<file path="src/rtl/text_console_if.sv">
// Byte-stream and text-RAM port bundle for the text console.
// master = the console itself, slave = the byte source / RAM side.
interface text_console_if #(
  parameter int COLS   = 80,
  parameter int ROWS   = 30,
  parameter int ADDR_W = $clog2(2*ROWS*COLS)
) ();
  logic                     char_valid;
  logic [7:0]               char_data;
  logic [7:0]               char_attr;
  logic                     char_ready;
  logic                     busy;
  logic [$clog2(COLS)-1:0]  cursor_col;
  logic [$clog2(ROWS)-1:0]  cursor_row;
  logic [ADDR_W-1:0]        tram_addr;
  logic [15:0]              tram_wdata;
  logic [1:0]               tram_wenable;
  logic [15:0]              tram_rdata;

  modport master (
    input  char_valid, char_data, char_attr, tram_rdata,
    output char_ready, busy, cursor_col, cursor_row,
           tram_addr, tram_wdata, tram_wenable
  );

  modport slave (
    output char_valid, char_data, char_attr, tram_rdata,
    input  char_ready, busy, cursor_col, cursor_row,
           tram_addr, tram_wdata, tram_wenable
  );
endinterface

</file>
<file path="src/rtl/text_console.sv">
// Character-stream front end: writes {attr,char} cells at a hardware cursor,
// handles CR/LF/BS/FF, wraps lines and scrolls the text RAM up one row.
module text_console #(
  parameter int COLS   = 80,
  parameter int ROWS   = 30,
  parameter int ADDR_W = $clog2(2*ROWS*COLS)
) (
  input  logic            sys_clk,
  input  logic            rst_n,
  text_console_if.master  bus
);
  localparam int COL_W = $clog2(COLS);
  localparam int ROW_W = $clog2(ROWS);
  localparam int IDX_W = $clog2(ROWS*COLS);

  localparam logic [COL_W-1:0] LAST_COL  = COL_W'(COLS-1);
  localparam logic [ROW_W-1:0] LAST_ROW  = ROW_W'(ROWS-1);
  localparam logic [IDX_W-1:0] COLS_IDX  = IDX_W'(COLS);
  localparam logic [IDX_W-1:0] SCR_LAST  = IDX_W'((ROWS-1)*COLS-1);
  localparam logic [IDX_W-1:0] CLR_FIRST = IDX_W'((ROWS-1)*COLS);
  localparam logic [IDX_W-1:0] LAST_CELL = IDX_W'(ROWS*COLS-1);

  localparam logic [7:0] CH_BS = 8'h08;
  localparam logic [7:0] CH_LF = 8'h0A;
  localparam logic [7:0] CH_FF = 8'h0C;
  localparam logic [7:0] CH_CR = 8'h0D;

  typedef enum logic [2:0] {IDLE, PUT, SCR_RD, SCR_WR, CLR} state_e;

  state_e             state_q;
  logic [COL_W-1:0]   col_q;
  logic [ROW_W-1:0]   row_q;
  logic [IDX_W-1:0]   idx_q;
  logic [7:0]         attr_q;
  logic [ADDR_W-1:0]  addr_q;
  logic [15:0]        wdata_q;
  logic [1:0]         wen_q;
  logic               busy_q;

  logic [IDX_W-1:0]   put_idx_d;
  logic [IDX_W-1:0]   idx_inc_d;

  function automatic logic [ADDR_W-1:0] cell_addr(input logic [IDX_W-1:0] idx);
    return ADDR_W'({idx, 1'b0});
  endfunction

  always_comb begin
    put_idx_d = IDX_W'(row_q) * COLS_IDX + IDX_W'(col_q);
    idx_inc_d = idx_q + IDX_W'(1);
  end

  always_ff @(posedge sys_clk) begin
    if (!rst_n) begin
      state_q <= IDLE;
      col_q   <= '0;
      row_q   <= '0;
      idx_q   <= '0;
      attr_q  <= '0;
      addr_q  <= '0;
      wdata_q <= '0;
      wen_q   <= 2'b00;
      busy_q  <= 1'b0;
    end else begin
      case (state_q)
        IDLE: begin
          if (bus.char_valid) begin
            attr_q <= bus.char_attr;
            case (bus.char_data)
              CH_CR: col_q <= '0;
              CH_BS: if (col_q != '0) col_q <= col_q - COL_W'(1);
              CH_LF: begin
                col_q <= '0;
                if (row_q != LAST_ROW) begin
                  row_q <= row_q + ROW_W'(1);
                end else begin
                  state_q <= SCR_RD;
                  idx_q   <= '0;
                  addr_q  <= cell_addr(COLS_IDX);
                  busy_q  <= 1'b1;
                end
              end
              CH_FF: begin
                col_q   <= '0;
                row_q   <= '0;
                state_q <= CLR;
                idx_q   <= '0;
                addr_q  <= cell_addr(IDX_W'(0));
                wdata_q <= {bus.char_attr, 8'h20};
                wen_q   <= 2'b11;
                busy_q  <= 1'b1;
              end
              default: begin
                state_q <= PUT;
                addr_q  <= cell_addr(put_idx_d);
                wdata_q <= {bus.char_attr, bus.char_data};
                wen_q   <= 2'b11;
              end
            endcase
          end
        end
        PUT: begin
          wen_q <= 2'b00;
          if (col_q != LAST_COL) begin
            col_q   <= col_q + COL_W'(1);
            state_q <= IDLE;
          end else begin
            col_q <= '0;
            if (row_q != LAST_ROW) begin
              row_q   <= row_q + ROW_W'(1);
              state_q <= IDLE;
            end else begin
              state_q <= SCR_RD;
              idx_q   <= '0;
              addr_q  <= cell_addr(COLS_IDX);
              busy_q  <= 1'b1;
            end
          end
        end
        SCR_RD: begin
          state_q <= SCR_WR;
          addr_q  <= cell_addr(idx_q);
          wen_q   <= 2'b11;
        end
        SCR_WR: begin
          // Keep the last moved word so wdata stays stable between writes.
          wdata_q <= bus.tram_rdata;
          if (idx_q == SCR_LAST) begin
            state_q <= CLR;
            idx_q   <= CLR_FIRST;
            addr_q  <= cell_addr(CLR_FIRST);
            wdata_q <= {attr_q, 8'h20};
          end else begin
            state_q <= SCR_RD;
            idx_q   <= idx_inc_d;
            addr_q  <= cell_addr(idx_inc_d + COLS_IDX);
            wen_q   <= 2'b00;
          end
        end
        CLR: begin
          if (idx_q == LAST_CELL) begin
            state_q <= IDLE;
            wen_q   <= 2'b00;
            busy_q  <= 1'b0;
          end else begin
            idx_q  <= idx_inc_d;
            addr_q <= cell_addr(idx_inc_d);
          end
        end
        default: state_q <= IDLE;
      endcase
    end
  end

  // The RAM answers one cycle after SCR_RD, so the moved word is forwarded
  // straight through during SCR_WR instead of costing an extra cycle per cell.
  assign bus.char_ready   = (state_q == IDLE);
  assign bus.busy         = busy_q;
  assign bus.cursor_col   = col_q;
  assign bus.cursor_row   = row_q;
  assign bus.tram_addr    = addr_q;
  assign bus.tram_wdata   = (state_q == SCR_WR) ? bus.tram_rdata : wdata_q;
  assign bus.tram_wenable = wen_q;
endmodule

</file>
<file path="src/flat_wrapper.sv">
// flat-port wrapper written by rule: the top's interface ports become plain ports
module text_console_flat 
#(
  parameter int COLS   = 80,
  parameter int ROWS   = 30,
  parameter int ADDR_W = $clog2(2*ROWS*COLS)
)
  (sys_clk, rst_n, bus_char_valid, bus_char_data, bus_char_attr, bus_tram_rdata, bus_char_ready, bus_busy, bus_cursor_col, bus_cursor_row, bus_tram_addr, bus_tram_wdata, bus_tram_wenable);
  text_console_if #(.COLS(COLS), .ROWS(ROWS), .ADDR_W(ADDR_W)) bus_i ();
  input  logic sys_clk;
  input  logic rst_n;
  input wire logic [$bits(bus_i.char_valid)-1:0] bus_char_valid;
  input wire logic [$bits(bus_i.char_data)-1:0] bus_char_data;
  input wire logic [$bits(bus_i.char_attr)-1:0] bus_char_attr;
  input wire logic [$bits(bus_i.tram_rdata)-1:0] bus_tram_rdata;
  output wire logic [$bits(bus_i.char_ready)-1:0] bus_char_ready;
  output wire logic [$bits(bus_i.busy)-1:0] bus_busy;
  output wire logic [$bits(bus_i.cursor_col)-1:0] bus_cursor_col;
  output wire logic [$bits(bus_i.cursor_row)-1:0] bus_cursor_row;
  output wire logic [$bits(bus_i.tram_addr)-1:0] bus_tram_addr;
  output wire logic [$bits(bus_i.tram_wdata)-1:0] bus_tram_wdata;
  output wire logic [$bits(bus_i.tram_wenable)-1:0] bus_tram_wenable;
  assign bus_i.char_valid = bus_char_valid;
  assign bus_i.char_data = bus_char_data;
  assign bus_i.char_attr = bus_char_attr;
  assign bus_i.tram_rdata = bus_tram_rdata;
  assign bus_char_ready = bus_i.char_ready;
  assign bus_busy = bus_i.busy;
  assign bus_cursor_col = bus_i.cursor_col;
  assign bus_cursor_row = bus_i.cursor_row;
  assign bus_tram_addr = bus_i.tram_addr;
  assign bus_tram_wdata = bus_i.tram_wdata;
  assign bus_tram_wenable = bus_i.tram_wenable;
  text_console #(.COLS(COLS), .ROWS(ROWS), .ADDR_W(ADDR_W)) u_core (.sys_clk(sys_clk), .rst_n(rst_n), .bus(bus_i));
endmodule
</file>
<file path="config.mk">
export PLATFORM = sky130hd
export DESIGN_NAME = text_console_flat
export DESIGN_NICKNAME = d
export VERILOG_FILES = /design/src/rtl/text_console_if.sv /design/src/rtl/text_console.sv /design/src/flat_wrapper.sv
export SDC_FILE = /design/constraint.sdc
export NUM_CORES = 1
export LEC_CHECK = 0
export ABC_AREA = 1
export CAP_MARGIN = 20
export CORE_MARGIN = 3
export CORE_UTILIZATION = 35
export DETAILED_ROUTE_END_ITERATION = 8
export GPL_ROUTABILITY_DRIVEN = 0
export GPL_TIMING_DRIVEN = 0
export PLACE_DENSITY_LB_ADDON = 0.12
export SYNTH_ARGS = -nofsm -noshare
export SYNTH_HDL_FRONTEND = slang
export SYNTH_SLANG_ARGS = --single-unit
export TNS_END_PERCENT = 100
</file>
<file path="constraint.sdc">
create_clock -name sys_clk -period 7.41 [get_ports sys_clk]
set_clock_uncertainty 0.2 [all_clocks]
set_input_delay 0.741 -clock sys_clk [delete_from_list [all_inputs] [get_ports sys_clk]]
set_output_delay 0.741 -clock sys_clk [all_outputs]
set_load 0.005 [all_outputs]
</file>
==> results.py, run 1 <==
metrics = {
    "status": {
        "status": "complete, no violations",
    },
    "worst_setup_path": {
        "crit_family": "buffers and inverters",
        "cpPeakStageDelay_ns": 0.51,
        "worstPathArrival_ns": 2.56,
        "critPathLaunch": "u_core.state_q[0]",
        "end_kind": "output port",
        "crit_chain": "inv_1 -> nor2_4 -> nand2_2 -> inv_2 -> buf_6 -> clkbuf_1 -> nor2_1 -> nor2_1 -> clkdlybuf4s50_1",
        "cp.depth": 9,
        "r2r-start": "u_core.bus.cursor_row[0]",
        "r2r_end": "u_core.bus.tram_addr[11]",
        "critPathBufInv": 5,
        "critPathMostFrequentCell": "nor2_1",
        "crit_type": "flop to output port",
        "critPathCapture": "bus_tram_wdata[14]",
        "r2r_cells": 14,
        "crit_slowest_cell": "clkdlybuf4s50_1",
        "start_kind": "flop",
        "path_max_fanout": 10,
        "required_ns": 6.47,
        "worst-r2r-setup-slack_ns": 4.82,
    },
    "timing": {
        "min_period_over_period_pct": 47.2,
        "worst_pin_slew_ns": 0.718,
        "maxSlewViolCount": 0,
        "slew_headroom_pct": 52.1,
        "fin_crit_ns": 3.50,
        "max_freq_ghz": 0.286,
        "setup_viol": 0,
        "fin_setup_tns_ns": 0,
        "hold_violations": 0,
        "rsz0062_at_grt": "no",
    },
    "clock_network": {
        "clock_path_buffers": 2,
        "clock_latency_ns": 0.35,
        "cts_resized": 0,
        "numClockSinks": 66,
        "numCtsBuffers": 9,
        "path_clk_slew_ns": 0.06,
        "cts_tree": "yes",
        "cts-root-buf": "clkbuf_16",
        "hold_buffers": 0,
        "post_cts_buffers": 0,
        "htreeDepth": 3,
    },
    "logic_synthesis": {
        "synth_top_area_share_pct": 26.1,
        "netlist_instances": 800,
        "async_flop_share_pct": 0,
        "synth_commonest_cells": "186 x nand2_1, 113 x nor2_1, 73 x inv_1, 66 x dfxtp_1, 62 x a21oi_1",
        "synth_area_leaders": "dfxtp_1 26%, nand2_1 14%, nor2_1 8.4%, a21oi_1 6.1%, inv_1 5.4%",
        "synth_flop_cell": "dfxtp_1",
        "synth_area_per_cell_sq_um": 6.32,
        "synth_most_common_cell": "nand2_1",
        "synth_nets": 853,
        "yosysWarningCount": 0,
        "synth_top_cell_by_area": "dfxtp_1",
        "netlist_area_sq_um": 5060,
        "yosysSeqAreaShare_pct": 26.1,
        "synth.distinct_cells": 48,
        "synth-seq-cells": 66,
        "synth_edf_count": 0,
    },
    "route": {
        "wl_per_cell_um": 15.4,
        "via_per_inst": 5.10,
        "wl_um": 16600,
        "ant_nets": 0,
        "drc": 0,
        "dr.first_iter.drc_count": 347,
        "vias": 5479,
        "firstDrtPassIters": 5,
    },
    "grt": {
        "first_global_vias": 5277,
        "grt_usage_pct": 21.0,
        "grt-ovfl-total": 0,
        "grt_first_pass_wirelength_um": 26900,
        "grt_max_degree": 14,
        "antenna_found_initial": 0,
    },
    "placement": {
        "portBuffers": 79,
        "dp_hpwl_um": 12700,
    },
    "layout": {
        "fin_nets": 943,
        "num_antenna_cells": 0,
        "area_growth_pct": 26.2,
        "layout-drive-gt1-share_pct": 11.3,
        "final_core_util_pct": 45.6,
    },
    "power_and_ir_drop": {
        "powerDensity_nw_per_um2": 176,
        "p_leak_nw": 2.79,
        "power_mw": 1.12,
        "vdd_drop_max_mv": 0.105,
    },
    "floorplan": {
        "fp.dieH_um": 126,
        "rows": 43,
        "fp.dieW_um": 126,
        "dieArea_sq_um": 15900,
        "top_level_ports": 80,
        "coreArea_sq_um": 14000,
        "initial_core_util_pct": 36.1,
    },
    "job": {
        "cap_violations": 0,
    },
    "worst_hold_path": {
        "hp-class": "flop to flop",
    },
}
worst reg2reg max path: stages (launching register included):
cell	delay [ns]
dfxtp_1	0.51
ha_1	0.21
ha_1	0.16
inv_1	0.05
fa_1	0.38
or2_2	0.32
nand2_1	0.10
nor2_1	0.06
inv_1	0.06
nor2_1	0.04
nand2_1	0.05
nand3_1	0.08
a21oi_1	0.15
nand2_1	0.07
a21oi_1	0.11
per-stage QoR:
stage,cell area (sq um),worst slack [ns],cells,hold WS [ns]
after floorplan,5060,5.02,800,0.229
after global placement,6070,4.28,1059,0.246
after detailed placement,6070,4.26,1059,0.252
after CTS,6380,3.90,1075,0.262
after global routing,6380,3.69,1075,0.274
final,6380,3.91,1075,0.256
routing by layer:
layer / up-vias / wire (um) / GRT usage [%]
met5: - / 0 / 0
met4: 0 / 296 / 5.99
met3: 22 / 1200 / 5.68
met2: 180 / 7440 / 34.4
met1: 2467 / 7680 / 27.2
li1: 2810 / - / -
cell families (layout without fill, tap and decap cells):
group                    Yosys count  count (layout)  share of synthesized area, %
adder cells (fa/ha/maj)           18              18                          4.75
AO/OA/AOI/OAI                    149             149                          16.6
flip-flops                        66              66                          26.1
AND/OR/NAND/NOR                  436             436                          40.3
XOR/XNOR                          14              14                          2.42
buffers and inverters            117             212                          9.82
report_power, final:
part           internal (mW)  total, mW  switching, mW
clock network          0.273      0.458          0.184
logic                  0.119      0.258          0.139
registers              0.382      0.405         0.0228
sequential cells by signal, summed over array words and instances, names as in the netlist:
signal,count
u_core.bus.busy,1
u_core.bus.tram_wenable,1
u_core.wdata_q,16
u_core.bus.cursor_col,7
u_core.attr_q,8
u_core.bus.tram_addr,13
u_core.idx_q,12
u_core.state_q,3
u_core.bus.cursor_row,5
layout by cell type (no fill, tap or decap), drive strengths merged, types with 3 or more instances in the layout:
master           n
dfxtp           66
o21ai           55
xor2            10
buf             21
inv             90
xnor2            4
o211ai           4
nand3           55
or2              4
nand4           15
o21bai           3
clkbuf          19
o22ai           10
nand2          206
o31ai            3
nor2           130
ha              16
a21oi           62
clkdlybuf4s50   79
nor3            23
layout make-up:
| class | instances | area, sq um |
|---|---|---|
| inverters | 87 | 327 |
| flip-flops and latches | 66 | 1320 |
| clock inverters | 6 | 70.1 |
| multi-input cells | 617 | 3240 |
| plain buffers | 30 | 170 |
| repair buffers | 79 | 791 |
| clock buffers | 10 | 239 |
| well taps | 180 | 225 |
| fillers | 1536 | 7610 |
worst min path at each step:
stage	to	from	slack (ns)	cells past startpoint
after floorplan	u_core.attr_q[0]	u_core.attr_q[0]	0.23	2
after global placement	u_core.attr_q[6]	u_core.attr_q[6]	0.25	2
after detailed placement	u_core.attr_q[3]	u_core.attr_q[3]	0.25	2
after CTS	u_core.attr_q[3]	u_core.attr_q[3]	0.26	2
after global routing	u_core.attr_q[0]	u_core.attr_q[0]	0.27	2
final	u_core.bus.tram_addr[0]	u_core.bus.tram_addr[0]	0.26	2
Note: power is estimated with default switching activity, not from simulation.
==> run 2, diff against run 1 <==
- clock period: 7.41 -> 3.6 ns (I/O delays scaled with it)
==> results of run 2 <==
The final DEF is identical to that of run 1. Status: complete, no violations.
Among the figures that moved: setup slack after placement 4.26 ns -> 0.836 ns; setup slack after layout 3.91 ns -> 0.482 ns; register-to-register setup slack 4.82 ns -> 1.01 ns; total power 1.12 mW -> 2.31 mW; worst IR drop on VDD 0.105 mV -> 0.216 mV
